==> src/rtl/hazard_pkg.sv <==
// Shared defaults and encodings for the D-stage hazard controller.
package hazard_pkg;

   localparam int HZ_TW       = 3;
   localparam int HZ_NPROD    = 2;
   localparam int HZ_MULT_CYC = 5;
   localparam int HZ_DIV_CYC  = 10;
   localparam int HZ_CNT_W    = 16;

   localparam int FWD_RF        = 0;
   localparam int FWD_PROD_BASE = 1;

   typedef enum logic [1:0] {
      MD_IDLE = 2'd0,
      MD_MULT = 2'd1,
      MD_DIV  = 2'd2
   } md_kind_e;

   // Counter width able to hold the longer of the two unit latencies.
   function automatic int md_cnt_width(input int mult_cyc, input int div_cyc);
      int m;
      m = (mult_cyc > div_cyc) ? mult_cyc : div_cyc;
      return (m < 1) ? 1 : $clog2(m + 1);
   endfunction

endpackage

==> src/rtl/hazard_stall_ctrl_chk.sv <==
// Protocol checker: the E stage must not issue mult/div while the unit is busy.
module hazard_stall_ctrl_chk (
   input logic clk,
   input logic reset,
   input logic e_md_start,
   input logic md_busy
);

   a_no_start_while_busy: assert property (
      @(posedge clk) disable iff (reset) !(e_md_start && md_busy)
   );

endmodule

==> src/rtl/md_busy_counter.sv <==
// HI/LO unit occupancy tracker: busy for exactly N cycles after an accepted start.
module md_busy_counter
   import hazard_pkg::*;
#(
   parameter int MULT_CYC = HZ_MULT_CYC,
   parameter int DIV_CYC  = HZ_DIV_CYC
) (
   input  logic clk,
   input  logic reset,
   input  logic start,
   input  logic is_div,
   output logic busy
);

   localparam int CW = md_cnt_width(MULT_CYC, DIV_CYC);

   logic [CW-1:0] cnt_q, cnt_d;
   logic          busy_q;
   md_kind_e      kind_q, kind_d;

   // Next count: a start is only accepted while idle; starts during busy are dropped.
   always_comb begin
      cnt_d  = cnt_q;
      kind_d = kind_q;
      if (start && !busy_q) begin
         cnt_d  = is_div ? CW'(DIV_CYC) : CW'(MULT_CYC);
         kind_d = is_div ? MD_DIV : MD_MULT;
      end else if (cnt_q != '0) begin
         cnt_d  = cnt_q - CW'(1);
         kind_d = (cnt_q == CW'(1)) ? MD_IDLE : kind_q;
      end else begin
         cnt_d  = cnt_q;
         kind_d = MD_IDLE;
      end
   end

   // Counter and registered busy flag; reset aborts any running operation.
   always_ff @(posedge clk or posedge reset) begin
      if (reset) begin
         cnt_q  <= '0;
         busy_q <= 1'b0;
         kind_q <= MD_IDLE;
      end else begin
         cnt_q  <= cnt_d;
         busy_q <= (cnt_d != '0);
         kind_q <= kind_d;
      end
   end

   assign busy = busy_q;

endmodule

==> src/rtl/hazard_stall_ctrl.sv <==
// D-stage hazard controller: Tuse/Tnew stall, nearest-producer forwarding,
// HI/LO busy tracking and a saturating stalled-cycle counter.
module hazard_stall_ctrl
   import hazard_pkg::*;
#(
   parameter  int TW       = HZ_TW,
   parameter  int NPROD    = HZ_NPROD,
   parameter  int MULT_CYC = HZ_MULT_CYC,
   parameter  int DIV_CYC  = HZ_DIV_CYC,
   parameter  int CNT_W    = HZ_CNT_W,
   localparam int SELW     = (NPROD < 1) ? 1 : $clog2(NPROD + 1)
) (
   input  logic                clk,
   input  logic                reset,
   input  logic [4:0]          d_rs_addr,
   input  logic [4:0]          d_rt_addr,
   input  logic [TW-1:0]       d_rs_tuse,
   input  logic [TW-1:0]       d_rt_tuse,
   input  logic                d_is_md,
   input  logic [NPROD*5-1:0]  prod_a3,
   input  logic [NPROD-1:0]    prod_we,
   input  logic [NPROD*TW-1:0] prod_tnew,
   input  logic                e_md_start,
   input  logic                e_md_is_div,
   input  logic                cnt_clr,
   output logic                stall,
   output logic                pc_en,
   output logic                fd_en,
   output logic                de_clr,
   output logic [SELW-1:0]     fwd_rs_sel,
   output logic [SELW-1:0]     fwd_rt_sel,
   output logic                md_busy,
   output logic [CNT_W-1:0]    stall_cnt
);

   logic [NPROD-1:0] rs_match_s, rt_match_s;
   logic [NPROD-1:0] rs_haz_s, rt_haz_s;
   logic             md_haz_s, stall_s;
   logic [SELW-1:0]  rs_sel_s, rt_sel_s;
   logic [CNT_W-1:0] cnt_q, cnt_d;
   logic             md_busy_s;

   for (genvar k = 0; k < NPROD; k++) begin : g_prod
      logic [4:0]    a3_s;
      logic [TW-1:0] tnew_s;
      assign a3_s   = prod_a3[k*5 +: 5];
      assign tnew_s = prod_tnew[k*TW +: TW];
      assign rs_match_s[k] = (d_rs_addr != 5'd0) && prod_we[k] && (a3_s == d_rs_addr);
      assign rt_match_s[k] = (d_rt_addr != 5'd0) && prod_we[k] && (a3_s == d_rt_addr);
      assign rs_haz_s[k]   = rs_match_s[k] && (d_rs_tuse < tnew_s);
      assign rt_haz_s[k]   = rt_match_s[k] && (d_rt_tuse < tnew_s);
   end

   // Priority encode: scanning from the far end lets the nearest producer overwrite.
   always_comb begin
      rs_sel_s = SELW'(FWD_RF);
      rt_sel_s = SELW'(FWD_RF);
      for (int k = NPROD - 1; k >= 0; k--) begin
         rs_sel_s = rs_match_s[k] ? SELW'(FWD_PROD_BASE + k) : rs_sel_s;
         rt_sel_s = rt_match_s[k] ? SELW'(FWD_PROD_BASE + k) : rt_sel_s;
      end
   end

   md_busy_counter #(
      .MULT_CYC (MULT_CYC),
      .DIV_CYC  (DIV_CYC)
   ) u_md (
      .clk    (clk),
      .reset  (reset),
      .start  (e_md_start),
      .is_div (e_md_is_div),
      .busy   (md_busy_s)
   );

   hazard_stall_ctrl_chk u_chk (
      .clk        (clk),
      .reset      (reset),
      .e_md_start (e_md_start),
      .md_busy    (md_busy_s)
   );

   assign md_haz_s = d_is_md && (md_busy_s || e_md_start);
   assign stall_s  = (|rs_haz_s) || (|rt_haz_s) || md_haz_s;

   // Stall counter next state: clear dominates, increment saturates at all-ones.
   always_comb begin
      cnt_d = cnt_q;
      if (cnt_clr) begin
         cnt_d = '0;
      end else if (stall_s && (cnt_q != {CNT_W{1'b1}})) begin
         cnt_d = cnt_q + CNT_W'(1);
      end else begin
         cnt_d = cnt_q;
      end
   end

   // Stall counter register.
   always_ff @(posedge clk or posedge reset) begin
      if (reset) begin
         cnt_q <= '0;
      end else begin
         cnt_q <= cnt_d;
      end
   end

   assign stall      = stall_s;
   assign pc_en      = ~stall_s;
   assign fd_en      = ~stall_s;
   assign de_clr     = stall_s;
   assign fwd_rs_sel = rs_sel_s;
   assign fwd_rt_sel = rt_sel_s;
   assign md_busy    = md_busy_s;
   assign stall_cnt  = cnt_q;

endmodule

==> config.mk <==
export PLATFORM = sky130hd
export DESIGN_NAME = hazard_stall_ctrl
export DESIGN_NICKNAME = d
export VERILOG_FILES = /design/src/rtl/hazard_pkg.sv /design/src/rtl/hazard_stall_ctrl_chk.sv /design/src/rtl/md_busy_counter.sv /design/src/rtl/hazard_stall_ctrl.sv
export SDC_FILE = /design/constraint.sdc
export NUM_CORES = 1
export LEC_CHECK = 0
export CORE_MARGIN = 3
export CORE_UTILIZATION = 45
export DETAILED_ROUTE_END_ITERATION = 16
export GPL_TIMING_DRIVEN = 1
export PLACE_DENSITY = 0.81
export SYNTH_ARGS = -nofsm -noshare
export SYNTH_HDL_FRONTEND = slang
export SYNTH_SLANG_ARGS = --single-unit
==> constraint.sdc <==
create_clock -name clk -period 4.55 [get_ports clk]
set_input_delay 0.91 -clock clk [delete_from_list [all_inputs] [get_ports clk]]
set_output_delay 0.91 -clock clk [all_outputs]
set_load 0.02 [all_outputs]
# Word level (Yosys, flattened, before mapping)
# Index checks and enable logic that the tools add are counted.
# totals
reg_bits	21
inputBits	40
out_inout_bits	25
word_cells	50
# classes
n_addsub	2
order_cmp	4
n_eq_ne	5
mux	9
bitwise	1
reduce_logical	26
# op_table
op	count
16-bit two-way mux	2
5-bit == test	4
16-bit by 1-bit adder with 16-bit output (second input constant)	1
16-bit inequality test (second input constant)	1
1-bit logical AND	15
3-bit < comparator	4
4-bit two-way mux	3
5-bit nonzero test	2
2-bit two-way mux	4
4-bit nonzero test	2
2-bit OR reduction	2
4-bit by 1-bit subtractor with 4-bit output (second input constant)	1
1-bit logical OR	3
2-bit nonzero test	1
1-bit logical NOT	1
1-bit NOT	1

# Depth between registers and ports, before layout
# depth
ltp_word	10
depth_mapped	11
mapped_depth_nobuf	9

# Modules after synthesis
# From an unflattened synthesis, not the netlist that was laid out.
# unflattened
hier_cells	187
hier_area_um2	1696.6
# by_module_without_submodules
mod	instances	cells_each	area_each_um2	seq_area_each_um2
hazard_stall_ctrl	1	156	1393.8	400.4
md_busy_counter	1	31	302.8	125.1

# Least setup slack after synthesis
# OpenSTA, ideal clock, no wires.
# synth_path
path_type	input port to output port
startpoint	in d_rs_addr[1]
endpoint	out stall
t_arrival_ns	2.609
required_time_ns	3.640
path_slack_ns	1.031
path_stages	9
n_path_buf	3
path_cell_list	or4_4 > o211ai_1 > nor2_1 > a211oi_1 > and2_1 > buf_6 > buf_12 > inv_1 > buf_4
# synth_via
elab_chain_cells	7
word_cells_on_any_way	12
cone_classes	2 x eq/ne; 10 x reduce/logical
# synth_rtl
item	line	source
start: declaration	hazard_stall_ctrl.sv:15	input logic [4:0] d_rs_addr,
5-bit nonzero test	hazard_stall_ctrl.sv:48	assign rs_match_s[k] = (d_rs_addr != 5'd0) && prod_we[k] && (a3_s == d_rs_addr);
1-bit logical AND (2 in a row)	hazard_stall_ctrl.sv:48	
1-bit logical AND	hazard_stall_ctrl.sv:50	assign rs_haz_s[k] = rs_match_s[k] && (d_rs_tuse < tnew_s);
2-bit OR reduction (*)	hazard_stall_ctrl.sv:83	assign stall_s = (|rs_haz_s) || (|rt_haz_s) || md_haz_s;
1-bit logical OR (*) (2 in a row)	hazard_stall_ctrl.sv:83	
end: declaration	hazard_stall_ctrl.sv:26	output logic stall,
# Every way passes the cells marked *; elsewhere a longest branch is shown, timed or not.

# Worst setup path after layout
# layout_path
startpoint	in d_rs_addr[1]
endpoint	out pc_en
# layout_via
elab_chain_cells	8
word_cells_on_any_way	13
cone_classes	2 x eq/ne; 1 x bitwise; 10 x reduce/logical
# layout_rtl
item	line	source
5-bit nonzero test	hazard_stall_ctrl.sv:48	
1-bit logical AND (2 in a row)	hazard_stall_ctrl.sv:48	
1-bit logical AND	hazard_stall_ctrl.sv:50	
2-bit OR reduction (*)	hazard_stall_ctrl.sv:83	
1-bit logical OR (*) (2 in a row)	hazard_stall_ctrl.sv:83	
1-bit NOT (*)	hazard_stall_ctrl.sv:107	assign pc_en = ~stall_s;
end: declaration	hazard_stall_ctrl.sv:27	output logic pc_en,
# Marks and branches as above.

==> reports/results.tsv <==
metric	value	unit
run status	completed	
area occupied by multi-input gates	1140	um^2
Post-Syn Nets	243	
# IOs	65	
max frequency	0.238	GHz
synth warn	0	
largest net degree at the start of global routing	24	
port bufs	64	
relative slew slack	48.7	%
arrival time worst endpoint	3.29	ns
Detailed Place HPWL	3.47	mm
wire length per cell	14.1	um
total number of vias	1588	
most frequent cells in the layout	clkdlybuf4s50_1, dfrtp_1, xnor2_1, nor2_1, a21oi_1	
unrepaired setup endpoints after global routing	no	
row count	22	
first-pass GRT wire length	7.27	mm
FF+latch area	526	um^2
Die Height	69.1	um
Max-cap violations	0	
Critical Path RT	3.64	ns
CTS tree	done	
die width	69.1	um
vias in the first global route	1563	
grt ovf	0	
Mapped Cells	193	
Seq pwr share	39.2	%
diode count	0	
Hold Vio Cnt, Final	0	
Residual DRC	0	
critical path startpoint category	input pin	
skew final	0.00954	ns
final WL	4.28	mm
post-layout minimum cycle time	4.20	ns
period utilisation layout	92.4	%
final setup fails	0	
routability cong.	0.927	
Slew Limit Fails	0	
Layout Cells excl Fill	303	
worst min-delay path category	flop to flop	
Worst-Margin Slew	0.769	ns
clock tree buffer depth	2	
Fin Setup TNS	0	ns
core area	3740	um^2
clock share of power	20.7	%
hold buffer count at CTS	0	
Synth Flop Type	dfrtp_1	
hold_ws	0.593	ns
clock root cell	clkbuf_8	
Crit Path Max Fanout	4	
FFs w/ async S/R, synth	100	%
antenna violations before repair	0	
Static Leak	0.952	nW
Post-DRT Antenna Nets	0	
nets	306	
fill count	318	
CP Capture Type	output pin	
Initial DRT Pass Iterations	4	
Synth Register Bits	21	
Cell Count Post-Placement	299	
Setup Buffers After CTS	0	
Die ar.	4780	um^2
Peak supply drop	0.175	mV
Final Core Density	66.0	%
register area share after synthesis	29.3	%
switching power	0.000188	W
Gate power share	40.1	%
sw frac	32.4	%
initial drt markers	34	
Power per Cell Area	235	nW/um^2
Worst-Skew Late Latency	0.26	ns
synthesized cell area	1790	um^2
CTS buffer count	3	
clk slew on worst S/H paths	0.07	ns
post-synthesis cell type count	50	
number of synthesized flops with an enable pin	0	
P&R area growth vs syn	37.9	%
P_int	0.000392	W
most common cell after layout, fill and taps aside	clkdlybuf4s50_1	
DR vias/cell	5.24	
H-tree depth	1	
share of layout cells above drive strength 1	9.02	%
Clock Sinks	21	
r2r setup slk	2.17	ns
GRT Util Overall	18.1	%
crit path kind	input pin to output pin	
post_cts resized	0	
Initial Util	47.9	%
Synth Area per Inst	9.29	um^2
-- state kept, by name, indices dropped and copies added, names as in the netlist --
signal      flops
u_md.busy       1
stall_cnt      16
u_md.cnt_q      4
-- synth_stat cells, drive strengths merged (3+ instances only) --
master  instances  area share, %
mux2            6            4.6
nor2b           6            2.1
nand3           8            2.2
o31ai           5            2.1
nor3            6            2.0
o211ai          3            1.5
a21o            6            2.5
buf             5            3.7
nor2           15            3.4
clkbuf          3           0.84
nand4           7            2.4
inv            11            2.3
or4             7            3.3
nor4            3            2.2
nand2b          6            2.1
ha             10            7.0
a21oi          13            3.6
xnor2          19            9.3
dfrtp          21             29
nand2           8            1.7
-- per-layer routing --
metal  track usage [%]  routed length, um
met1              22.3               1850
met2              32.0               2240
met3              3.06                129
met4              5.42                 70
met5                 0                  0
-- power by group through the flow --
| stage | sequential [W] | clock, W | combinational [W] |
|---|---|---|---|
| after floorplan | 0.000233 | 0 | 0.000156 |
| after global placement | 0.000230 | 0 | 0.000229 |
| after detailed placement | 0.000231 | 0 | 0.000233 |
| after CTS | 0.000227 | 0.000124 | 0.000235 |
| after global routing | 0.000231 | 0.000133 | 0.000262 |
| final | 0.000228 | 0.000120 | 0.000233 |
-- per-stage QoR --
step / cell area (um^2) / power, W / setup slack [ns]
after floorplan: 1790 / 0.000389 / 1.03
after global placement: 2430 / 0.000459 / 0.358
after detailed placement: 2430 / 0.000464 / 0.337
after CTS: 2470 / 0.000586 / 0.337
after global routing: 2470 / 0.000626 / 0.190
final: 2470 / 0.000581 / 0.346
-- logic make-up after synthesis --
kind of cell               count (synthesis)  share of synthesized area [%]
xor gates and xnor gates                  21                           10.3
adders and majority gates                 10                           6.98
and+or+nand+nor                           77                           26.4
muxes                                      7                           5.16
buffers and inverters                     19                           6.84
AOI/OAI and AO/OA                         38                           15.1
DFF                                       21                           29.3
-- worst max-delay path, stage by stage --
cell and delay [ns]:
clkdlybuf4s50_1 0.47, or4_4 0.56, o211ai_1 0.22, a2111oi_0 0.10, a211oi_1 0.15, and2_1 0.23
clkdlybuf4s50_1 0.64
-- worst paths after layout --
check                         startpoint       endpoint  depth (start not counted)
min                        stall_cnt[11]  stall_cnt[11]                          2
max in group asynchronous          reset   stall_cnt[7]                          2
max                         d_rs_addr[1]          pc_en                          7
max reg2reg                 stall_cnt[6]   stall_cnt[9]                          8
min in group asynchronous          reset  stall_cnt[13]                          2
min reg2reg                stall_cnt[11]  stall_cnt[11]                          2
-- final cells by class --
cell class / count / area share, %
Tap cell: 48 / 2.43
Multi-Input combinational cell: 153 / 46.3
Sequential cell: 21 / 21.3
Clock buffer: 4 / 1.82
Inverter: 11 / 1.67
Timing Repair Buffer: 66 / 26.5
Power figures use the tool's default switching activity.
